### config.mk
export PLATFORM = sky130hd
export DESIGN_NAME = pulse_frame_generator
export DESIGN_NICKNAME = d
export VERILOG_FILES = /design/src/rtl/pulse_analyzer_pkg.sv /design/src/rtl/frame_index_counter.sv /design/src/rtl/pulse_frame_generator.sv
export SDC_FILE = /design/constraint.sdc
export NUM_CORES = 1
export LEC_CHECK = 0
export ABC_AREA = 1
export CORE_ASPECT_RATIO = 1.2
export CORE_MARGIN = 4
export CORE_UTILIZATION = 40
export CTS_CLUSTER_SIZE = 12
export DETAILED_ROUTE_END_ITERATION = 10
export PLACE_DENSITY = 0.69
export RECOVER_POWER = 100
export SLEW_MARGIN = 5
export SYNTH_ARGS = -nofsm -noshare
export SYNTH_HDL_FRONTEND = slang
export SYNTH_HIERARCHICAL = 1
export SYNTH_SLANG_ARGS = --single-unit
### constraint.sdc
create_clock -name clk -period 6.2 [get_ports clk]
set_input_delay 1.24 -clock clk [delete_from_list [all_inputs] [get_ports clk]]
set_output_delay 1.24 -clock clk [all_outputs]
set_load 0.005 [all_outputs]
### src/rtl/pulse_analyzer_pkg.sv
// Shared definitions for the pulse-analysis chain (frame generator and integrator).
// Holds the frame/position defaults both ends must agree on, the state encoding,
// and width helpers for counters and pulse-window comparisons.
package pulse_analyzer_pkg;

    // Frame geometry defaults shared by generator and integrator
    localparam int unsigned DEFAULT_FRAME_LENGTH    = 1000;
    localparam int unsigned DEFAULT_PULSE_POSITION  = 100;
    localparam int unsigned DEFAULT_WIDTH           = 16;
    localparam int unsigned DEFAULT_MAX_PULSE_WIDTH = 256;
    localparam int unsigned DEFAULT_GAP_LENGTH      = 16;

    // State encoding
    localparam logic [1:0] STATE_IDLE = 2'd0;
    localparam logic [1:0] STATE_EMIT = 2'd1;
    localparam logic [1:0] STATE_GAP  = 2'd2;

    typedef enum logic [1:0] {
        ST_IDLE = STATE_IDLE,
        ST_EMIT = STATE_EMIT,
        ST_GAP  = STATE_GAP
    } state_t;

    // Bits needed to count 0..count-1 (at least one bit)
    function automatic int unsigned counter_width(input int unsigned count);
        return (count <= 1) ? 1 : $clog2(count);
    endfunction

    // Width that holds position + pulse width without overflow
    function automatic int unsigned compare_width(input int unsigned frame_length,
                                                  input int unsigned max_pulse_width);
        return $clog2(frame_length + max_pulse_width) + 1;
    endfunction

endpackage

### src/rtl/frame_index_counter.sv
// Handshake-gated modulo counter with a terminal-count flag.
// Ports:
//   clk, resetn  - clock, async active-low reset
//   clear        - synchronous return to zero (has priority over advance)
//   advance      - step by one; wraps to zero after the terminal count
//   count        - current count (registered)
//   last_c       - combinational, high when count == COUNT-1
module frame_index_counter #(
    parameter int unsigned COUNT = 2,
    parameter int unsigned CNT_W = 1
) (
    input  logic             clk,
    input  logic             resetn,
    input  logic             clear,
    input  logic             advance,
    output logic [CNT_W-1:0] count,
    output logic             last_c
);

    assign last_c = (count == CNT_W'(COUNT - 1));

    // Count register
    always_ff @(posedge clk or negedge resetn) begin
        if (!resetn) begin
            count <= '0;
        end else if (clear) begin
            count <= '0;
        end else if (advance) begin
            count <= last_c ? '0 : count + CNT_W'(1);
        end
    end

endmodule

### src/rtl/pulse_frame_generator.sv
// Expands one amplitude descriptor into a frame of FRAME_LENGTH samples: a
// rectangular pulse of pulse_width samples starting at PULSE_POSITION on a
// constant baseline, followed by GAP_LENGTH idle cycles.
// Ports:
//   clk, resetn               - clock, async active-low reset
//   baseline, pulse_width     - frame config, latched with the descriptor
//   s_tvalid/s_tready/s_tdata - descriptor stream (amplitude)
//   m_tvalid/m_tready/m_tdata/m_tlast - sample stream
//   busy        - not idle
//   frame_count - completed frames, wraps
//   clip_err    - sticky, a pulse was truncated by the frame end
module pulse_frame_generator
    import pulse_analyzer_pkg::*;
#(
    parameter int unsigned FRAME_LENGTH    = DEFAULT_FRAME_LENGTH,
    parameter int unsigned PULSE_POSITION  = DEFAULT_PULSE_POSITION,
    parameter int unsigned WIDTH           = DEFAULT_WIDTH,
    parameter int unsigned MAX_PULSE_WIDTH = DEFAULT_MAX_PULSE_WIDTH,
    parameter int unsigned GAP_LENGTH      = DEFAULT_GAP_LENGTH
) (
    input  logic                                   clk,
    input  logic                                   resetn,
    input  logic [WIDTH-1:0]                       baseline,
    input  logic [$clog2(MAX_PULSE_WIDTH+1)-1:0]   pulse_width,
    input  logic                                   s_tvalid,
    output logic                                   s_tready,
    input  logic [WIDTH-1:0]                       s_tdata,
    output logic                                   m_tvalid,
    input  logic                                   m_tready,
    output logic [WIDTH-1:0]                       m_tdata,
    output logic                                   m_tlast,
    output logic                                   busy,
    output logic [31:0]                            frame_count,
    output logic                                   clip_err
);

    localparam int unsigned PW_W    = $clog2(MAX_PULSE_WIDTH + 1);
    localparam int unsigned IDX_W   = counter_width(FRAME_LENGTH);
    localparam int unsigned CMP_W   = compare_width(FRAME_LENGTH, MAX_PULSE_WIDTH);
    localparam int unsigned GAP_CNT = (GAP_LENGTH == 0) ? 1 : GAP_LENGTH;
    localparam int unsigned GAP_W   = counter_width(GAP_CNT);
    localparam bit          HAS_GAP = (GAP_LENGTH > 0);

    state_t            state;
    logic [WIDTH-1:0]  amplitude_q;
    logic [WIDTH-1:0]  base_q;
    logic [PW_W-1:0]   pw_q;

    logic [IDX_W-1:0]  index;
    logic              index_last_c;
    logic [IDX_W-1:0]  next_index_c;
    logic [GAP_W-1:0]  gap_count;
    logic              gap_last_c;

    logic              accept_c;
    logic              beat_c;
    logic              frame_done_c;
    logic [PW_W-1:0]   pw_clamped_c;
    logic              clip_c;

    // True when idx falls inside [PULSE_POSITION, PULSE_POSITION+pw)
    function automatic logic in_pulse(input logic [IDX_W-1:0] idx,
                                      input logic [PW_W-1:0]  pw);
        logic [CMP_W-1:0] lo;
        logic [CMP_W-1:0] hi;
        logic [CMP_W-1:0] pos;
        lo  = CMP_W'(PULSE_POSITION);
        hi  = lo + CMP_W'(pw);
        pos = CMP_W'(idx);
        return (pos >= lo) && (pos < hi);
    endfunction

    // Handshakes and descriptor pre-processing
    assign accept_c     = s_tvalid && s_tready;
    assign beat_c       = m_tvalid && m_tready;
    assign frame_done_c = beat_c && index_last_c;
    assign next_index_c = index + IDX_W'(1);
    assign pw_clamped_c = (pulse_width > PW_W'(MAX_PULSE_WIDTH))
                        ? PW_W'(MAX_PULSE_WIDTH) : pulse_width;
    // Pulse would run past the frame; the in_pulse window truncates it naturally
    assign clip_c       = (CMP_W'(PULSE_POSITION) + CMP_W'(pw_clamped_c))
                        > CMP_W'(FRAME_LENGTH);

    // Sample index within the frame, advanced per accepted beat
    frame_index_counter #(
        .COUNT (FRAME_LENGTH),
        .CNT_W (IDX_W)
    ) u_index_counter (
        .clk     (clk),
        .resetn  (resetn),
        .clear   (accept_c),
        .advance (beat_c),
        .count   (index),
        .last_c  (index_last_c)
    );

    // Inter-frame gap timer
    frame_index_counter #(
        .COUNT (GAP_CNT),
        .CNT_W (GAP_W)
    ) u_gap_timer (
        .clk     (clk),
        .resetn  (resetn),
        .clear   (frame_done_c),
        .advance (state == ST_GAP),
        .count   (gap_count),
        .last_c  (gap_last_c)
    );

    // Gap timer wraps to zero exactly as the gap ends, so it rests at zero elsewhere
    always_comb begin : gap_timer_check
        if (resetn && state != ST_GAP) begin
            assert (gap_count == '0);
        end
    end

    // Frame FSM; every output is registered and prepared for the next cycle
    always_ff @(posedge clk or negedge resetn) begin
        if (!resetn) begin
            state       <= ST_IDLE;
            amplitude_q <= '0;
            base_q      <= '0;
            pw_q        <= '0;
            s_tready    <= 1'b1;
            m_tvalid    <= 1'b0;
            m_tdata     <= '0;
            m_tlast     <= 1'b0;
            busy        <= 1'b0;
            frame_count <= '0;
            clip_err    <= 1'b0;
        end else begin
            case (state)
                ST_IDLE: begin
                    if (accept_c) begin
                        amplitude_q <= s_tdata;
                        base_q      <= baseline;
                        pw_q        <= pw_clamped_c;
                        // First sample comes straight from the accepted inputs
                        m_tdata     <= in_pulse(IDX_W'(0), pw_clamped_c) ? s_tdata : baseline;
                        m_tlast     <= 1'b0;
                        m_tvalid    <= 1'b1;
                        s_tready    <= 1'b0;
                        busy        <= 1'b1;
                        state       <= ST_EMIT;
                        if (clip_c) begin
                            clip_err <= 1'b1;
                        end
                    end
                end

                ST_EMIT: begin
                    if (frame_done_c) begin
                        frame_count <= frame_count + 32'd1;
                        m_tvalid    <= 1'b0;
                        m_tlast     <= 1'b0;
                        if (HAS_GAP) begin
                            state <= ST_GAP;
                        end else begin
                            state    <= ST_IDLE;
                            s_tready <= 1'b1;
                            busy     <= 1'b0;
                        end
                    end else if (beat_c) begin
                        m_tdata <= in_pulse(next_index_c, pw_q) ? amplitude_q : base_q;
                        m_tlast <= (next_index_c == IDX_W'(FRAME_LENGTH - 1));
                    end
                end

                ST_GAP: begin
                    if (gap_last_c) begin
                        state    <= ST_IDLE;
                        s_tready <= 1'b1;
                        busy     <= 1'b0;
                    end
                end

                default: begin
                    state    <= ST_IDLE;
                    s_tready <= 1'b1;
                    m_tvalid <= 1'b0;
                    m_tlast  <= 1'b0;
                    busy     <= 1'b0;
                end
            endcase
        end
    end

endmodule
# Word-level counts from Yosys, hierarchy flattened
# Cells that the tools add are included.
[op_classes]
n_shift = 0
eq_ne = 11
reduce_logical = 16
add_sub_neg = 5
magnitude_cmp = 4
n_div = 0
mul = 0
mux = 27
bitwise_logic = 2
[op_table]
columns = ["operator", "n"]
rows = [
  ["two-way mux 16 bit", 4],
  ["adder 32 x 1 -> 32 bit (second input constant)", 1],
  ["case mux 16 bit (2 select lines)", 1],
  ["two-way mux 10 bit", 3],
  ["adder 7 x 9 -> 10 bit (first input constant)", 2],
  ["equality test 10 bit (second input constant)", 2],
  ["AND reduction 3 bit", 5],
  ["> comparator 12 x 10 -> 1 bit (second input constant)", 1],
  ["two-way mux 4 bit", 3],
  ["case mux 1 bit (3 select lines)", 4],
  ["adder 10 x 1 -> 10 bit (second input constant)", 1],
  ["greater-or-equal comparator 10 x 7 -> 1 bit (second input constant)", 1],
  ["less-than comparator 10 bit", 1],
  ["!= test 2 bit (second input constant)", 5],
  ["> comparator 9 bit (second input constant)", 1],
  ["two-way mux 9 bit", 1],
  ["two-way mux 1 bit", 7],
  ["two-way mux 2 bit", 3],
  ["case mux 2 bit (3 select lines)", 1],
  ["nonzero test 2 bit", 3],
  ["adder 4 x 1 -> 4 bit (second input constant)", 1],
  ["equality test 4 bit (second input constant)", 1],
  ["logical AND 1 bit", 4],
  ["AND reduction 2 bit", 2],
  ["6 further kinds", 7],
]
[totals]
latchBits = 0
elab_cells = 78
rom_bits = 0
ff_bits = 110
ram_bits = 0
in_bits = 45
output_inout_bits = 53
n_memories = 0

# Depth between registers and ports, before layout
[depth]
ltp_word = 7
ltp_mapped = 18
mapped_depth_nobuf = 17

# Cells and area by module
# Netlist, hierarchy kept.
[modules_own_cells]
columns = ["module", "area_each_um2", "seq_area_each_um2", "instances", "cells_per_inst"]
rows = [
  ["pulse_frame_generator", 4959.8, 2403.6, 1, 598],
  ["frame_index_counter at u_index_counter", 613.1, 250.2, 1, 79],
  ["frame_index_counter at u_gap_timer", 224.0, 100.1, 1, 26],
]

# Least setup slack after synthesis
# Ideal clock, no wire load.
[synth_path]
path_type = "input to register"
startpoint = "in m_tready"
endpoint = "reg frame_count[27]"
n_path_buf = 0
t_required_ns = 6.077
slack_ns = 3.501
setup_time_ns = 0.123
arrival_ns = 2.577
path_stages = 10
cell_sequence = "nand2_1 inv_1 nand2_1 nor2_8 nand2_2 nor3_4 nand4_2 nor2_2 nand2_1 xor2_1"
[synth_via]
elab_chain_len = 3
[synth_lines]
columns = ["item", "line", "rtl"]
rows = [
  ["start: declaration", "pulse_frame_generator.sv:29", "input logic m_tready,"],
  ["logical AND 1 bit", "pulse_frame_generator.sv:75", "assign beat_c = m_tvalid && m_tready;"],
  ["via beat_c", "pulse_frame_generator.sv:56", "logic beat_c;"],
  ["logical AND 1 bit", "pulse_frame_generator.sv:76", "assign frame_done_c = beat_c && index_last_c;"],
  ["AND reduction 2 bit (no line)", "-", ""],
  ["end signal: assignment", "pulse_frame_generator.sv:153", "frame_count <= frame_count + 32'd1;"],
  ["end: declaration", "pulse_frame_generator.sv:33", "output logic [31:0] frame_count,"],
]
# The timed path passes the listed nets, and every way through them passes these cells.
# A chain may end at the register's enable or synchronous reset.

==> metrics.csv <==
metric,value,unit
status,"finished, violations left",
violations,"max-capacitance violations, max-slew violations",
fin_crit,4.141,ns
io_buffers,97,
cts_buffers,9,
finalCritPeriodShare,66.79,%
report.final.hold_viol_count,0,
drt_wl_total,13380,um
dr.pass1.iters,5,
hold_class,flop to flop,
drtAntennaViolNets,0,
hold_buffers,0,
post_drt_wl_per_cell,13.75,um
fmax,241.5,MHz
max_cap_violations,2,
clkTransAtPathRegs,0.07,ns
coreArea,14000,sq um
dr.first_iter.drc_count,214,
synth-main-ff-cell,dfrtp_1,
vias_per_cell,4.862,
grt_max_degree,75,
fill_cells,1310,
syn_inst,703,
drive_above_1_share,4.988,%
antenna_cells,0,
worstHoldStart,clip_err,
post-place-cells,957,
tns,0,ns
synth.avg_cell_area,8.246,sq um
die_area,16490,sq um
yosysUniqueCellTypes,39,
postCtsResizedCells,0,
critPathTopFamily,buffers and inverters,
cts_setup_buffers,0,
final_common_cell,nand2_1,
cp.arrival,4.58,ns
antenna_found_initial,0,
relSlewSlack,-138.3,%
synth-warning-count,6,
cts_tree,built,
crit_type,input pin to async pin,
gp_congestion,0.8922,
place_area,6932,sq um
regToRegStartpoint,u_index_counter/count[0],
area_delta_synth_final,23.59,%
layout.nets,857,
drc,0,
grt_pass1_vias,4648,
cts-root-buf,clkbuf_16,
ys_ff_latch,110,
power_leakage,3.574,nW
h-tree-depth,3,
start_kind,input pin,
final_cell_mix,"nand2_1 (159), dfrtp_1 (109), inv_1 (99), nor2_1 (60), nand3_1 (60)",
final_cells,973,
cp_num_buf_inv,2,
cts.sinks,110,
grt_overflow,0,
power,2.350,mW
rr_worst_depth,16,
mappedNetlistArea,5797,sq um
r2r_slack,2.51,ns
synth_edf_count,0,
max_stage_delay,2.47,ns
final-setup-viol-count,0,
vdd_drop_max,0.1550,mV
io_pins,98,
end_kind,async pin,
finClkSkew,0.007002,ns
rsz0062_at_grt,no,
clockBufferDepth,2,
start_util,41.42,%
path_cells,clkbuf_1 > buf_4,
slew_violations,143,
grt_pass1_wl,22670,um
whs_endpoint,clip_err,
clk_latency,0.35,ns
tightest_slew,3.574,ns
synth_nets,763,
grt_util_all_layers,16.77,%
path_max_fanout,67,
async_flop_share,100.0,%
fin_area,7164,sq um
row_count,47,
regToRegEndpoint,m_tdata[4],
crit_required,6.64,ns
cp_slowest_cell,clkbuf_1,
hpwl,9830,um
die_y,139.9,um
ys_seq_area_share,47.51,%
hold_path_depth,0,
p_per_area,328.0,nW/um^2
vias,4731,
die_w,117.9,um
[area by class of cell]
cell class              instances  area, sq um  share of cell area (%)
flip-flops and latches        110         2754                   38.44
well taps                     171        214.0                   2.986
clock buffers                  13        280.3                   3.912
clock inverters                 3        48.80                  0.6811
repair buffers                 99        979.7                   13.67
inverters                     103        389.1                   5.431
multi-input cells             474         2499                   34.88
[state kept, by name, indices dropped and copies added (netlist names)]
name	count
frame_count	32
amplitude_q	16
base_q	16
m_tdata	16
u_index_counter/count	10
pw_q	9
u_gap_timer/count	4
state	2
busy	1
clip_err	1
m_tlast	1
m_tvalid	1
s_tready	1
[through the flow]
step / hold slack [ns] / worst slack, ns / util [%]
2_1_floorplan: 0.4521 / 3.501 / -
3_3_place_gp: 0.3645 / 2.720 / 49.53
3_5_place_dp: 0.3671 / 2.737 / 49.53
4_1_cts: 0.3842 / 2.770 / 51.88
5_1_grt: 0.3995 / 1.343 / 51.19
6_report: 0.3782 / 2.059 / 51.19
[logic make-up after synthesis]
| kind of cell | count (synthesis) | share of synthesized area [%] |
|---|---|---|
| AO/OA/AOI/OAI | 93 | 8.504 |
| XOR/XNOR | 39 | 5.893 |
| adder cells (fa/ha/maj) | 15 | 3.238 |
| buffers and inverters | 119 | 7.792 |
| flip-flops | 110 | 47.51 |
| multiplexers | 1 | 0.1727 |
| AND/OR/NAND/NOR | 326 | 26.89 |
[report_power, final]
group | internal [mW] | leakage (nW) | total [mW] | switching (mW)
registers | 0.917 | 1.36 | 1.02 | 0.102
clock network | 0.361 | 0.160 | 0.624 | 0.264
logic | 0.303 | 2.05 | 0.707 | 0.403
[worst max path at each step]
stage                                   startpoint                  endpoint  slack (ns)  depth (start not counted)
after floorplan                           m_tready           frame_count[27]        3.50                         10
after CTS                 u_index_counter/count[0]                m_tdata[4]        2.77                         16
after global placement                    s_tvalid                   pw_q[7]        2.72                          7
final                                       resetn                   pw_q[7]        2.06                          2
after global routing                        resetn  u_index_counter/count[1]        1.34                          1
after detailed placement                  s_tvalid           amplitude_q[14]        2.74                          6
[Yosys cell counts, types with 2 or more instances]
cell type | instances | share of area, %
a21oi_1 | 40 | 3.5
nand2_1 | 156 | 10
nand2_2 | 6 | 0.65
nand3_4 | 2 | 0.60
nand3_2 | 3 | 0.52
o21bai_1 | 2 | 0.26
xor2_1 | 32 | 4.8
nand3b_1 | 2 | 0.26
nor2_1 | 53 | 3.4
buf_1 | 3 | 0.19
nor2_4 | 7 | 1.4
inv_2 | 3 | 0.19
xnor2_1 | 7 | 1.1
nor3_2 | 2 | 0.35
nor3_1 | 9 | 0.78
ha_1 | 15 | 3.2
a22o_1 | 2 | 0.30
nor2_8 | 2 | 0.69
dfrtp_1 | 109 | 47
nand4_1 | 9 | 0.97
inv_1 | 99 | 6.4
o21ai_0 | 44 | 3.8
nand3_1 | 60 | 5.2
buf_2 | 2 | 0.17
nor2_2 | 5 | 0.54
nor4_1 | 5 | 0.54
clkbuf_1 | 11 | 0.71
o21ai_1 | 2 | 0.17
[routing by layer]
layer | global-route usage, % | routed length [um] | up-vias
met4 | 6.543 | 243 | 0
met1 | 22.77 | 6326 | 2182
met2 | 26.83 | 6223 | 108
met3 | 2.922 | 585 | 14
li1 | - | - | 2427
met5 | 0 | 0 | -
Note: power is estimated with default switching activity, not from simulation.
